[src/rtl/lsu_pkg.sv]
// Shared types and constants for the load/store unit: FSM state encoding,
// RV32I load/store width codes and the access legality check.
package lsu_pkg;

    typedef enum logic [2:0] {
        S_IDLE,
        S_RD,
        S_WR,
        S_RMW_RD,
        S_RMW_WR,
        S_RESP,
        S_ERR
    } lsu_state_t;

    localparam logic [2:0] F3_B  = 3'b000;
    localparam logic [2:0] F3_H  = 3'b001;
    localparam logic [2:0] F3_W  = 3'b010;
    localparam logic [2:0] F3_BU = 3'b100;
    localparam logic [2:0] F3_HU = 3'b101;

    // True when the width code is valid for the direction and the address is
    // naturally aligned for that width. Unsigned widths exist only for loads.
    function automatic logic access_ok(input logic       store,
                                       input logic [2:0] funct3,
                                       input logic [1:0] addr_lo);
        logic ok;
        ok = 1'b0;
        case (funct3)
            F3_B:    ok = 1'b1;
            F3_H:    ok = ~addr_lo[0];
            F3_W:    ok = (addr_lo == 2'b00);
            F3_BU:   ok = ~store;
            F3_HU:   ok = ~store & ~addr_lo[0];
            default: ok = 1'b0;
        endcase
        return ok;
    endfunction

endpackage

[src/rtl/lsu_align.sv]
// Combinational byte-lane logic: load extract/extend and store merge for a
// little-endian 32-bit word. Lane n is bits [8n+7:8n]; halfword lane is offset[1].
module lsu_align
    import lsu_pkg::*;
(
    input  logic [31:0] word_i,
    input  logic [15:0] wdata_i,
    input  logic [1:0]  offset_i,
    input  logic [2:0]  funct3_i,
    output logic [31:0] rdata_o,
    output logic [31:0] merged_o
);

    logic [7:0]  byte_sel;
    logic [15:0] half_sel;

    assign byte_sel = word_i[{offset_i, 3'b000} +: 8];
    assign half_sel = offset_i[1] ? word_i[31:16] : word_i[15:0];

    // Load path: pick the addressed lane and sign- or zero-extend it.
    // NOTE: every output of a combinational block gets a value on every path
    // (here via the default arm) so no latch is inferred.
    always_comb begin
        case (funct3_i)
            F3_B:    rdata_o = {{24{byte_sel[7]}}, byte_sel};
            F3_BU:   rdata_o = {24'h0, byte_sel};
            F3_H:    rdata_o = {{16{half_sel[15]}}, half_sel};
            F3_HU:   rdata_o = {16'h0, half_sel};
            default: rdata_o = word_i;
        endcase
    end

    // Store path: overwrite only the addressed lane(s) of the word read back.
    always_comb begin
        merged_o = word_i;
        case (funct3_i)
            F3_B:    merged_o[{offset_i, 3'b000} +: 8] = wdata_i[7:0];
            F3_H:    merged_o[{offset_i[1], 4'b0000} +: 16] = wdata_i;
            default: merged_o = word_i;
        endcase
    end

endmodule

[src/rtl/lsu_rmw.sv]
// Load/store unit on the word-only data-memory port. One request at a time;
// sub-word stores are done as read-modify-write, sub-word loads are extended.
module lsu_rmw
    import lsu_pkg::*;
#(
    parameter int ADDR_W = 32
) (
    input  logic              clk,
    input  logic              rst_n,
    input  logic              req_valid,
    output logic              req_ready,
    input  logic              req_store,
    input  logic [2:0]        req_funct3,
    input  logic [ADDR_W-1:0] req_addr,
    input  logic [31:0]       req_wdata,
    output logic              resp_valid,
    output logic              resp_err,
    output logic [31:0]       resp_rdata,
    output logic              MemRead,
    output logic              MemWrite,
    output logic [ADDR_W-1:0] mem_addr,
    output logic [31:0]       mem_wdata,
    input  logic [31:0]       mem_rdata
);

    lsu_state_t        state_q, state_d;
    logic              store_q;
    logic [2:0]        funct3_q;
    logic [ADDR_W-1:0] addr_q;
    logic [31:0]       wdata_q;
    logic [31:0]       word_q;
    logic [31:0]       rdata_q;
    logic              accept;
    logic [31:0]       load_data;
    logic [31:0]       merged_word;

    assign accept   = req_valid && req_ready;
    assign mem_addr = {addr_q[ADDR_W-1:2], 2'b00};

    lsu_align u_align (
        .word_i   (mem_rdata),
        .wdata_i  (wdata_q[15:0]),
        .offset_i (addr_q[1:0]),
        .funct3_i (funct3_q),
        .rdata_o  (load_data),
        .merged_o ()
    );

    lsu_align u_merge (
        .word_i   (word_q),
        .wdata_i  (wdata_q[15:0]),
        .offset_i (addr_q[1:0]),
        .funct3_i (funct3_q),
        .rdata_o  (),
        .merged_o (merged_word)
    );

    // State register; an asynchronous reset returns to IDLE and drops strobes at once.
    // NOTE: sequential state uses non-blocking assignments so every register
    // samples pre-edge values regardless of block ordering.
    always_ff @(posedge clk or negedge rst_n) begin
        if (!rst_n) state_q <= S_IDLE;
        else        state_q <= state_d;
    end

    // Next-state: route a new request by legality, direction and width.
    always_comb begin
        state_d = state_q;
        case (state_q)
            S_IDLE: begin
                if (accept) begin
                    if (!access_ok(req_store, req_funct3, req_addr[1:0])) state_d = S_ERR;
                    else if (!req_store)                                  state_d = S_RD;
                    else if (req_funct3 == F3_W)                          state_d = S_WR;
                    else                                                  state_d = S_RMW_RD;
                end
            end
            S_RD:     state_d = S_RESP;
            S_WR:     state_d = S_RESP;
            S_RMW_RD: state_d = S_RMW_WR;
            S_RMW_WR: state_d = S_RESP;
            S_RESP:   state_d = S_IDLE;
            S_ERR:    state_d = S_IDLE;
            default:  state_d = S_IDLE;
        endcase
    end

    // Outputs decoded from state only; read and write strobes are mutually exclusive.
    always_comb begin
        req_ready  = (state_q == S_IDLE);
        MemRead    = (state_q == S_RD) || (state_q == S_RMW_RD);
        MemWrite   = (state_q == S_WR) || (state_q == S_RMW_WR);
        resp_valid = (state_q == S_RESP) || (state_q == S_ERR);
        resp_err   = (state_q == S_ERR);
        resp_rdata = ((state_q == S_RESP) && !store_q) ? rdata_q : 32'h0;
        case (state_q)
            S_WR:     mem_wdata = wdata_q;
            S_RMW_WR: mem_wdata = merged_word;
            default:  mem_wdata = 32'h0;
        endcase
    end

    // Request capture, load-result latch and the word read back for RMW.
    always_ff @(posedge clk or negedge rst_n) begin
        if (!rst_n) begin
            store_q  <= 1'b0;
            funct3_q <= 3'b000;
            addr_q   <= '0;
            wdata_q  <= 32'h0;
            word_q   <= 32'h0;
            rdata_q  <= 32'h0;
        end else begin
            if (accept) begin
                store_q  <= req_store;
                funct3_q <= req_funct3;
                addr_q   <= req_addr;
                wdata_q  <= req_wdata;
            end
            if (state_q == S_RD)     rdata_q <= load_data;
            if (state_q == S_RMW_RD) word_q  <= mem_rdata;
        end
    end

endmodule

[config.mk]
export PLATFORM = sky130hd
export DESIGN_NAME = lsu_rmw
export DESIGN_NICKNAME = d
export VERILOG_FILES = /design/src/rtl/lsu_pkg.sv /design/src/rtl/lsu_align.sv /design/src/rtl/lsu_rmw.sv
export SDC_FILE = /design/constraint.sdc
export NUM_CORES = 1
export LEC_CHECK = 0
export CORE_ASPECT_RATIO = 1.1
export CORE_UTILIZATION = 29
export DETAILED_ROUTE_END_ITERATION = 10
export PLACE_DENSITY_LB_ADDON = 0.08
export SYNTH_ARGS = -nofsm -noshare
export SYNTH_HDL_FRONTEND = slang
export SYNTH_SLANG_ARGS = --single-unit
export TNS_END_PERCENT = 100
[constraint.sdc]
create_clock -name clk -period 7.3 [get_ports clk]
set_input_delay 1.095 -clock clk [delete_from_list [all_inputs] [get_ports clk]]
set_output_delay 1.095 -clock clk [all_outputs]
set_load 0.02 [all_outputs]
==> run summary <==
Pin count of the biggest net entering global routing: 79
Wirelength per Cell: 20.5 um
Setup crit end kind: primary output
Post-synthesis sequential area ratio: 0.478
Max-Cap Viols: 0
GRT Total Usage: 0.188
CP Launch Type: register
Routed Antenna Nets: 0
Hold Crit Class: register to register
Critical path required time: 6200 ps
P_leak: 3.93 nW
Clock transition at the registers of the reported paths: 50 ps
Root Buffer: clkbuf_16
Crit path time final: 4880 ps
# hold bufs at CTS: 0
Worst-path cell chain: buf_4 -> inv_1 -> ha_1 -> or4bb_1 -> nor4_4 -> nand2_1 -> o211ai_1 -> clkdlybuf4s50_1
CP Data Arrival Time: 3790 ps
Setup Viol. Count Final: 0
Synth Instances: 636
Post-synth top area cell: dfrtp_1
Ys async rst share: 1.00
DP Area: 9080 um2
Worst slew margin: 0.243
Grt total ovfl: 0
Pre-CTS setup slack: 2860 ps
Outcome: finished, final reports clean
Max Slew Vio Count: 0
Post-CTS Resized: 0
Initial Utilization: 0.297
Distinct cells, synth: 57
NetSw: 1.81 mW
CTS tree: built
Max incr delay on CP: 650 ps
Drt via density: 5.03
CTS Buffer Depth: 2
Vias in the first global route: 5,883
Fin Setup TNS: 0 ps
Initial antenna violation count: 0
Num CTS Buffers: 17
Least-Margin Pin Slew: 1140 ps
Most common library cell in the layout ignoring fill and taps: clkdlybuf4s50_1
RD Place Congestion: 0.842
CP max-delay cell: clkdlybuf4s50_1
Max VDD drop: 0.198 mV
First-pass GRT wire length: 35.2 mm
Clock power share: 0.177
# port buffers: 201
Syn avg cell area: 11.1 um2
Ranking of synthesized cells by area: dfrtp_1 48%, mux2_2 16%, buf_4 4.1%, a21oi_1 3.3%, and2_1 3.1%
WS Path Type: register to primary output
Combinational share of power: 0.488
Clk_lat worst skew: 420 ps
Area growth syn-to-layout: 36.2%
Die Wd: 151 um
RSZ-0062 raised after global routing: false
Critical Path Fanout Max: 38
Core box area: 23,800 um2
Setup Skew: 14.0 ps
Sw frac: 0.406
Area of the mapped netlist: 7060 um2
Number of synthesized flops with an enable pin: 0
Post-DP HPWL: 16.6 mm
Design area: 9620 um2
Synth warn: 0
Final Util: 0.405
Drt total wl: 22.7 mm
Synth Register Bits: 135
H-tree levels: 4
Top cell type's share of synthesized area: 0.478
Layout cells sized above 1: 0.195
Final Hold Viols: 0
Reg area: 3380 um2
Post-CTS setup buffer count: 0
Commonest non-fill, non-tap cells in the layout: 200 x clkdlybuf4s50_1, 135 x dfrtp_1, 103 x mux2_2, 46 x nand2_1, 46 x a21oi_1
Die area: 25,000 um2
Final period util: 0.669
Diode count: 0
Net count, final: 900
Flop pwr share: 0.335
R2R Setup Slk: 4740 ps
Die Height: 166 um
Rows: 59
Fill count: 2,354
CTS Sinks: 135
Vias: 5,579
DRC viols: 0
Pwr Density: 464 nW/um2
Pwr Total: 4.46 mW
Setup slack after layout: 2420 ps
Main synth FF type: dfrtp_1
Area of the multi-input gates: 3240 um2
Boundary Pins: 204
Pint: 2.65 mW
DRT iter0 DRCs: 300
DR pass1 iterations: 4
F_max: 205 MHz
## path summary, 6_finish.rpt
check	start	end	depth (start not counted)
worst max register to register	state_q[2]	wdata_q[10]	4
min in group asynchronous	rst_n	addr_q[31]	1
worst min-delay path	wdata_q[23]	wdata_q[23]	1
max in group asynchronous	rst_n	wdata_q[23]	2
worst min register to register	wdata_q[23]	wdata_q[23]	1
worst max-delay path	addr_q[1]	mem_wdata[28]	8
## cell type report
type / instances / share of cell area
clock inverter: 14 / 0.0104
sequential: 135 / 0.351
tap: 305 / 0.0397
inverter: 5 / 0.00195
timing repair buffer: 208 / 0.215
clock buffer: 18 / 0.0456
multi-input combinational: 425 / 0.337
## Yosys cell counts, types with 5 or more instances
master	number
mux2i_1	8
inv_1	5
a21o_1	9
o21ai_0	21
buf_4	39
a211o_1	7
a22o_1	16
dfrtp_1	135
nor2_1	25
and3_1	9
a32oi_1	12
o211ai_1	7
ha_1	5
a22oi_1	5
a21oi_1	46
and2_1	35
clkbuf_1	21
nand2_1	46
buf_2	6
a2bb2oi_1	7
nand3b_1	7
nor3_1	8
mux2_2	103
## power groups by stage
stage	sequential [mW]	clock, mW	combinational, mW
4_1_cts	1.50	0.814	2.20
6_report	1.50	0.790	2.18
2_1_floorplan	1.31	0	1.56
3_5_place_dp	1.50	0	2.18
5_1_grt	1.55	0.842	2.36
3_3_place_gp	1.50	0	2.16
## critical path: cells and delay by family (launching register included)
family | cells | cell delay [ps]
flip-flops | 1 | 320
adder cells (fa/ha/maj) | 1 | 400
AND/OR/NAND/NOR | 3 | 1150
buffers and inverters | 3 | 1350
AO/OA/AOI/OAI | 1 | 130
## state kept, by name, summed over array words and instances (netlist names)
register,flops
rdata_q,32
store_q,1
wdata_q,32
funct3_q,3
state_q,3
addr_q,32
word_q,32
## per-layer routing
| metal | vias to the layer above | wire length [um] | track usage |
|---|---|---|---|
| met5 | - | 0 | 0 |
| met1 | 2792 | 10100 | 0.249 |
| met2 | 183 | 10800 | 0.299 |
| li1 | 2578 | - | - |
| met4 | 0 | 482 | 0.0596 |
| met3 | 26 | 1340 | 0.0474 |
## cell families after synthesis
family / after synthesis / synth area share
AND/OR/NAND/NOR: 157 / 0.122
AO/OA/AOI/OAI: 146 / 0.143
flip-flops: 135 / 0.478
multiplexers: 114 / 0.182
buffers and inverters: 77 / 0.0648
adder cells (fa/ha/maj): 5 / 0.00886
other: 1 / 0.000531
XOR/XNOR: 1 / 0.00124
## per-stage QoR
stage / hold slack [ps] / std cells
2_1_floorplan: 465 / 637
3_3_place_gp: 490 / 1078
3_5_place_dp: 495 / 1078
4_1_cts: 510 / 1110
5_1_grt: 516 / 1110
6_report: 505 / 1110
Power figures use the tool's default switching activity.
